--- config.mk ---
export PLATFORM = sky130hd
export DESIGN_NAME = mem_buf
export DESIGN_NICKNAME = d
export VERILOG_FILES = /design/src/rtl/mem_buf.sv
export SDC_FILE = /design/constraint.sdc
export NUM_CORES = 1
export LEC_CHECK = 0
export ABC_AREA = 1
export CORE_ASPECT_RATIO = 1.4
export CORE_MARGIN = 2
export CORE_UTILIZATION = 35
export DETAILED_ROUTE_END_ITERATION = 10
export PLACE_DENSITY = 0.67
export REMOVE_ABC_BUFFERS = 1
export SLEW_MARGIN = 20
export SYNTH_ARGS = -nofsm -noshare
export SYNTH_HDL_FRONTEND = slang
export SYNTH_SLANG_ARGS = --single-unit
--- constraint.sdc ---
create_clock -name clk -period 8.3 [get_ports clk]
set_clock_uncertainty 0.1 [all_clocks]
set_input_delay 1.66 -clock clk [delete_from_list [all_inputs] [get_ports clk]]
set_output_delay 1.66 -clock clk [all_outputs]
set_load 0.02 [all_outputs]
--- src/rtl/mem_buf.sv ---
// mem_buf: in-order load/store buffer between the ALU lanes and the data bus.
// Memory ops are queued in a small FIFO and issued one at a time over a
// request/grant bus. Returned load data is formatted and written back through
// mem_sel/mem_data. pend_rd flags destinations with an outstanding load.
module mem_buf #(
  parameter int XLEN  = 32,
  parameter int DEPTH = 4
) (
  input  logic            clk,
  input  logic            rst,
  // upstream op interface
  input  logic            in_valid,
  output logic            in_ready,
  input  logic            in_we,
  input  logic [2:0]      in_funct3,
  input  logic [XLEN-1:0] in_addr,
  input  logic [XLEN-1:0] in_wdata,
  input  logic [4:0]      in_rd,
  // data-memory bus
  output logic            dmem_req,
  output logic            dmem_we,
  output logic [XLEN-1:0] dmem_addr,
  output logic [3:0]      dmem_be,
  output logic [XLEN-1:0] dmem_wdata,
  input  logic            dmem_gnt,
  input  logic            dmem_rvalid,
  input  logic [XLEN-1:0] dmem_rdata,
  // register-file write port and hazard info
  output logic [4:0]      mem_sel,
  output logic [XLEN-1:0] mem_data,
  output logic [31:0]     pend_rd,
  output logic            empty
);

  localparam int              PTR_W    = $clog2(DEPTH);
  localparam logic [PTR_W:0]  FULL_CNT = (PTR_W + 1)'(DEPTH);
  localparam logic [PTR_W:0]  ONE_CNT  = (PTR_W + 1)'(1);

  typedef enum logic [1:0] {
    S_IDLE,
    S_REQ,
    S_WAIT
  } state_t;

  typedef struct packed {
    logic            we;
    logic [2:0]      funct3;
    logic [XLEN-1:0] addr;
    logic [XLEN-1:0] wdata;
    logic [4:0]      rd;
  } entry_t;

  state_t           state_q, state_d;
  entry_t           fifo_q [DEPTH];
  logic [PTR_W-1:0] wr_ptr_q, rd_ptr_q;
  logic [PTR_W:0]   count_q, count_d;
  logic [4:0]       mem_sel_q, mem_sel_d;
  logic [XLEN-1:0]  mem_data_q, mem_data_d;

  entry_t           head;
  entry_t           in_entry;
  logic             push, pop;
  logic             more_left;
  logic [XLEN-1:0]  load_data;
  logic [7:0]       byte_v;
  logic [15:0]      half_v;
  logic [PTR_W-1:0] off;

  assign head      = fifo_q[rd_ptr_q];
  assign in_ready  = (count_q != FULL_CNT);
  assign push      = in_valid & in_ready;
  // Entries remaining after the head pops (a same-cycle push counts).
  assign more_left = (count_q != ONE_CNT) | push;
  assign empty     = (count_q == '0) && (state_q == S_IDLE);

  assign in_entry = '{we: in_we, funct3: in_funct3, addr: in_addr,
                      wdata: in_wdata, rd: in_rd};

  // Bus request fields are derived from the head entry and hold until grant.
  assign dmem_req  = (state_q == S_REQ);
  assign dmem_we   = dmem_req & head.we;
  assign dmem_addr = {head.addr[XLEN-1:2], 2'b00};

  assign mem_sel  = mem_sel_q;
  assign mem_data = mem_data_q;

  // Store formatting: byte enables and lane-replicated write data.
  always_comb begin
    // NOTE: every combinational output gets a default first so no path infers a latch.
    dmem_be    = 4'b1111;
    dmem_wdata = head.wdata;
    case (head.funct3)
      3'b000: begin
        dmem_be    = 4'b0001 << head.addr[1:0];
        dmem_wdata = {4{head.wdata[7:0]}};
      end
      3'b001: begin
        dmem_be    = 4'b0011 << {head.addr[1], 1'b0};
        dmem_wdata = {2{head.wdata[15:0]}};
      end
      default: ;
    endcase
  end

  // Load formatting: lane select plus sign/zero extension.
  always_comb begin
    case (head.addr[1:0])
      2'd0:    byte_v = dmem_rdata[7:0];
      2'd1:    byte_v = dmem_rdata[15:8];
      2'd2:    byte_v = dmem_rdata[23:16];
      default: byte_v = dmem_rdata[31:24];
    endcase
    half_v = head.addr[1] ? dmem_rdata[31:16] : dmem_rdata[15:0];
    case (head.funct3)
      3'b000:  load_data = {{24{byte_v[7]}}, byte_v};
      3'b100:  load_data = {24'h0, byte_v};
      3'b001:  load_data = {{16{half_v[15]}}, half_v};
      3'b101:  load_data = {16'h0, half_v};
      default: load_data = dmem_rdata;
    endcase
  end

  // Issue FSM: next state, head pop and write-back generation.
  always_comb begin
    state_d    = state_q;
    pop        = 1'b0;
    mem_sel_d  = '0;
    mem_data_d = mem_data_q;
    case (state_q)
      S_IDLE: begin
        if (count_q != '0) state_d = S_REQ;
      end
      S_REQ: begin
        if (dmem_gnt) begin
          if (head.we) begin
            pop     = 1'b1;
            state_d = more_left ? S_REQ : S_IDLE;
          end else begin
            state_d = S_WAIT;
          end
        end
      end
      S_WAIT: begin
        if (dmem_rvalid) begin
          pop        = 1'b1;
          mem_sel_d  = head.rd;
          mem_data_d = load_data;
          state_d    = more_left ? S_REQ : S_IDLE;
        end
      end
      default: state_d = S_IDLE;
    endcase
  end

  // Occupancy count follows push/pop.
  always_comb begin
    count_d = count_q;
    if (push && !pop) begin
      count_d = count_q + 1'b1;
    end else if (pop && !push) begin
      count_d = count_q - 1'b1;
    end
  end

  // Control state, pointers and write-back registers.
  always_ff @(posedge clk or posedge rst) begin
    // NOTE: sequential state uses non-blocking assignments so all registers update together.
    if (rst) begin
      state_q    <= S_IDLE;
      wr_ptr_q   <= '0;
      rd_ptr_q   <= '0;
      count_q    <= '0;
      mem_sel_q  <= '0;
      mem_data_q <= '0;
    end else begin
      state_q    <= state_d;
      count_q    <= count_d;
      mem_sel_q  <= mem_sel_d;
      mem_data_q <= mem_data_d;
      if (push) wr_ptr_q <= wr_ptr_q + 1'b1;
      if (pop)  rd_ptr_q <= rd_ptr_q + 1'b1;
    end
  end

  // FIFO storage writes.
  always_ff @(posedge clk) begin
    // NOTE: storage is not reset; the count/pointers alone decide which slots are valid.
    if (push) fifo_q[wr_ptr_q] <= in_entry;
  end

  // Pending-destination bitmap over all valid load entries, head included.
  always_comb begin
    pend_rd = '0;
    off     = '0;
    for (int i = 0; i < DEPTH; i++) begin
      off = PTR_W'(i) - rd_ptr_q;
      if (({1'b0, off} < count_q) && !fifo_q[i].we && (fifo_q[i].rd != 5'd0)) begin
        pend_rd[fifo_q[i].rd] = 1'b1;
      end
    end
    pend_rd[0] = 1'b0;
  end

endmodule
==> impl_results.md <==
* Status: completed
* Peak supply drop at 0.308 mV
* Final HPWL DP at 28800 um
* Syn Inst Count at 1314
* WP data arrival at 4.04 ns
* Vias at 11100
* Critical Path RT at 6.54 ns
* CP Cell Sequence: inv_4 -> nor2_4 -> nand2_1 -> nand2_1 -> nor2_8 -> inv_1 -> o2bb2ai_1 -> o211ai_1 -> clkdlybuf4s50_1
* Critical Path Sink Type: output pin
* Number of global-route vias before repair at 11100
* Initial antenna violation count at 7
* Number of enable flip-flop cells after synthesis at 292
* Crit-path max cell delay at 0.66 ns
* CTS Buf Count at 35
* Sink Count at 338
* Core area at 0.0421 mm^2
* Initial Utilization at 0.354
* R2R Setup Slk at 4.03 ns
* Crit Path Class: register to output pin
* Largest net degree at the start of global routing at 67
* Post-CTS sizing at 0
* Placer congestion estimate at 0.903
* Layout net count at 1684
* Worst Max-Slew Pin Slew at 1.03 ns
* Syn_area_per_cell at 11.3 um^2
* Launch point of the worst reg-to-reg path: rd_ptr_q[0]
* Final Power at 7360 uW
* Max-Cap Viols at 0
* Worst-path fanout max at 28
* Slowest CP cell: clkdlybuf4s50_1
* Ys async rst share at 0.136
* Post-synth top flop: edfxtp_1
* Static leakage at 0.00718 uW
* CTS tree: built
* Avg Vias per Cell at 5.19
* Global Route Usage Sum at 0.191
* Commonest non-fill, non-tap cell in the layout: nand2_1
* Grt total ovfl at 0
* Yosys warns at 0
* #FFs+latches synth at 338
* Most frequent cells in the layout: nand2_1 (342), edfxtp_1 (292), clkdlybuf4s50_1 (247), inv_1 (100), a22oi_1 (94)
* Worst Setup EP: dmem_wdata[27]
* CP most frequent cell: nand2_1
* CTS Hold Bufs at 0
* Syn-to-layout area delta at 28.4%
* H-tree lvl count at 2
* Pins over their slew limit at 0
* Clk buf depth at 3
* Drt initial violations at 765
* Fraction of layout cells with a size suffix above 1 at 0.0746
* Die Width at 178 um
* Distinct cells, synth at 47
* Die H at 248 um
* Core Rows at 89
* TNS Setup at 0 ns
* RSZ-0062 raised after global routing: false
* CTS Root Cell: clkbuf_16
* Final Setup Violations at 0
* Setup crit start: rd_ptr_q[0]
* Final Hold Fails at 0
* Clk Latency, worst-skew pair at 0.51 ns
* Die ar. at 0.0442 mm^2
* Max Fclk at 173 MHz
* Period utilisation layout at 0.698
* # IOs at 251
* Power Density at 385 mW/mm^2
* Post-Synthesis Cell Area at 0.0149 mm^2
* IO Port Bufs at 247
* Worst hold path class: register to register
* R2r worst-path depth at 13
* Worst setup SP type: register
* CTS clk-pin slew, worst paths at 0.06 ns
* Post-DRT Antenna Nets at 0
* First-pass GRT wire length at 63900 um
* Post-synthesis sequential area ratio at 0.666
* Post-detailed-route wirelength per cell at 20.2 um
* WL final at 43200 um
* Setup Buffers After CTS at 0
* DRT Pass-1 Iters at 5
* Crit Reg-Reg Endpoint: count_q[2]
* Drt drc at 0
* Final Critical Period at 5.80 ns
* Rel. slew slack at 0.313
-- registers in the layout (all words and copies together), names as in the netlist --
signal	cells
state_q	2
mem_sel	5
rd_ptr_q	2
wr_ptr_q	2
mem_data	32
fifo_q	292
count_q	3
-- where the power goes --
| group | internal [uW] | total, uW | switching (uW) |
|---|---|---|---|
| combinational | 1220 | 3310 | 2090 |
| sequential | 2270 | 2430 | 161 |
| clock | 962 | 1620 | 660 |
-- final cells by class --
cell class	count	area, um^2
Clock buffer	39	912
Timing Repair Buffer	258	2570
Sequential cell	338	9920
Multi-Input combinational cell	817	4340
Antenna cell	4	10.0
Clock inverter	23	285
Tap cell	546	683
Inverter	107	405
Fill cell	3841	23000
-- logic make-up (layout without fill, tap and decap cells) --
group	count (synthesis)	in the layout	share of synthesized area
compound gates	232	232	0.105
xor+xnor	4	4	0.00235
fa+ha+maj	17	17	0.0143
buf+inv	161	427	0.0454
flops	338	338	0.666
other cells	1	7	0.000252
simple gates	561	561	0.167
-- cell usage after synthesis, types with 4 or more instances --
| library cell | n | share of area |
|---|---|---|
| or2_2 | 18 | 0.0076 |
| nor2_4 | 5 | 0.0038 |
| ha_1 | 17 | 0.014 |
| buf_1 | 11 | 0.0028 |
| nand2_2 | 4 | 0.0017 |
| o21ai_1 | 4 | 0.0013 |
| o21a_1 | 8 | 0.0040 |
| o2111ai_1 | 5 | 0.0029 |
| nand4_1 | 28 | 0.012 |
| nor2_1 | 62 | 0.016 |
| buf_6 | 5 | 0.0038 |
| nand2_1 | 342 | 0.086 |
| o211ai_1 | 4 | 0.0020 |
| a22oi_1 | 94 | 0.047 |
| o21ai_0 | 39 | 0.013 |
| inv_2 | 5 | 0.0013 |
| nand3_1 | 60 | 0.020 |
| edfxtp_1 | 292 | 0.59 |
| buf_4 | 5 | 0.0025 |
| inv_1 | 101 | 0.025 |
| a21oi_1 | 38 | 0.013 |
| clkbuf_1 | 22 | 0.0055 |
| a22o_1 | 13 | 0.0076 |
| dfrtp_1 | 46 | 0.077 |
| a221oi_1 | 9 | 0.0053 |
| o22ai_1 | 11 | 0.0046 |
| buf_2 | 11 | 0.0037 |
| nor3_1 | 25 | 0.0084 |
-- worst max-delay path: cells and delay by family, from the launching register on --
| family | cells | cell delay (ns) |
|---|---|---|
| DFF | 1 | 0.65 |
| buffers and inverters | 3 | 1.38 |
| and+or+nand+nor | 4 | 1.02 |
| AOI/OAI and AO/OA | 2 | 0.46 |
-- routing by layer --
layer / GRT usage / vias to the layer above / share of wire
met5: 0 / - / 0.0010
met4: 0.0758 / 8 / 0.036
met3: 0.0371 / 102 / 0.064
met2: 0.344 / 413 / 0.51
met1: 0.222 / 5370 / 0.39
li1: - / 5176 / -
-- how the worst min path moves through the flow --
stage / endpoint / from / slack (ns) / depth (start not counted)
after floorplan: count_q[1] / count_q[1] / 0.38 / 2
after global placement: mem_data[6] / mem_data[6] / 0.37 / 2
after detailed placement: mem_data[13] / mem_data[13] / 0.37 / 2
after CTS: mem_data[13] / mem_data[13] / 0.38 / 2
after global routing: mem_data[13] / mem_data[13] / 0.42 / 2
final: mem_data[13] / mem_data[13] / 0.38 / 2
-- metrics by stage --
stage	cells	hold slack, ns	util	instance area, um^2	worst slack [ns]
6_report	2132	0.384	0.454	19100	2.50
4_1_cts	2127	0.383	0.454	19100	2.44
2_1_floorplan	1262	0.378	-	14600	2.82
3_5_place_dp	2065	0.366	0.425	17900	3.01
5_1_grt	2130	0.425	0.454	19100	2.18
3_3_place_gp	2065	0.368	0.425	17900	3.04
(Power assumes the default switching activity.)
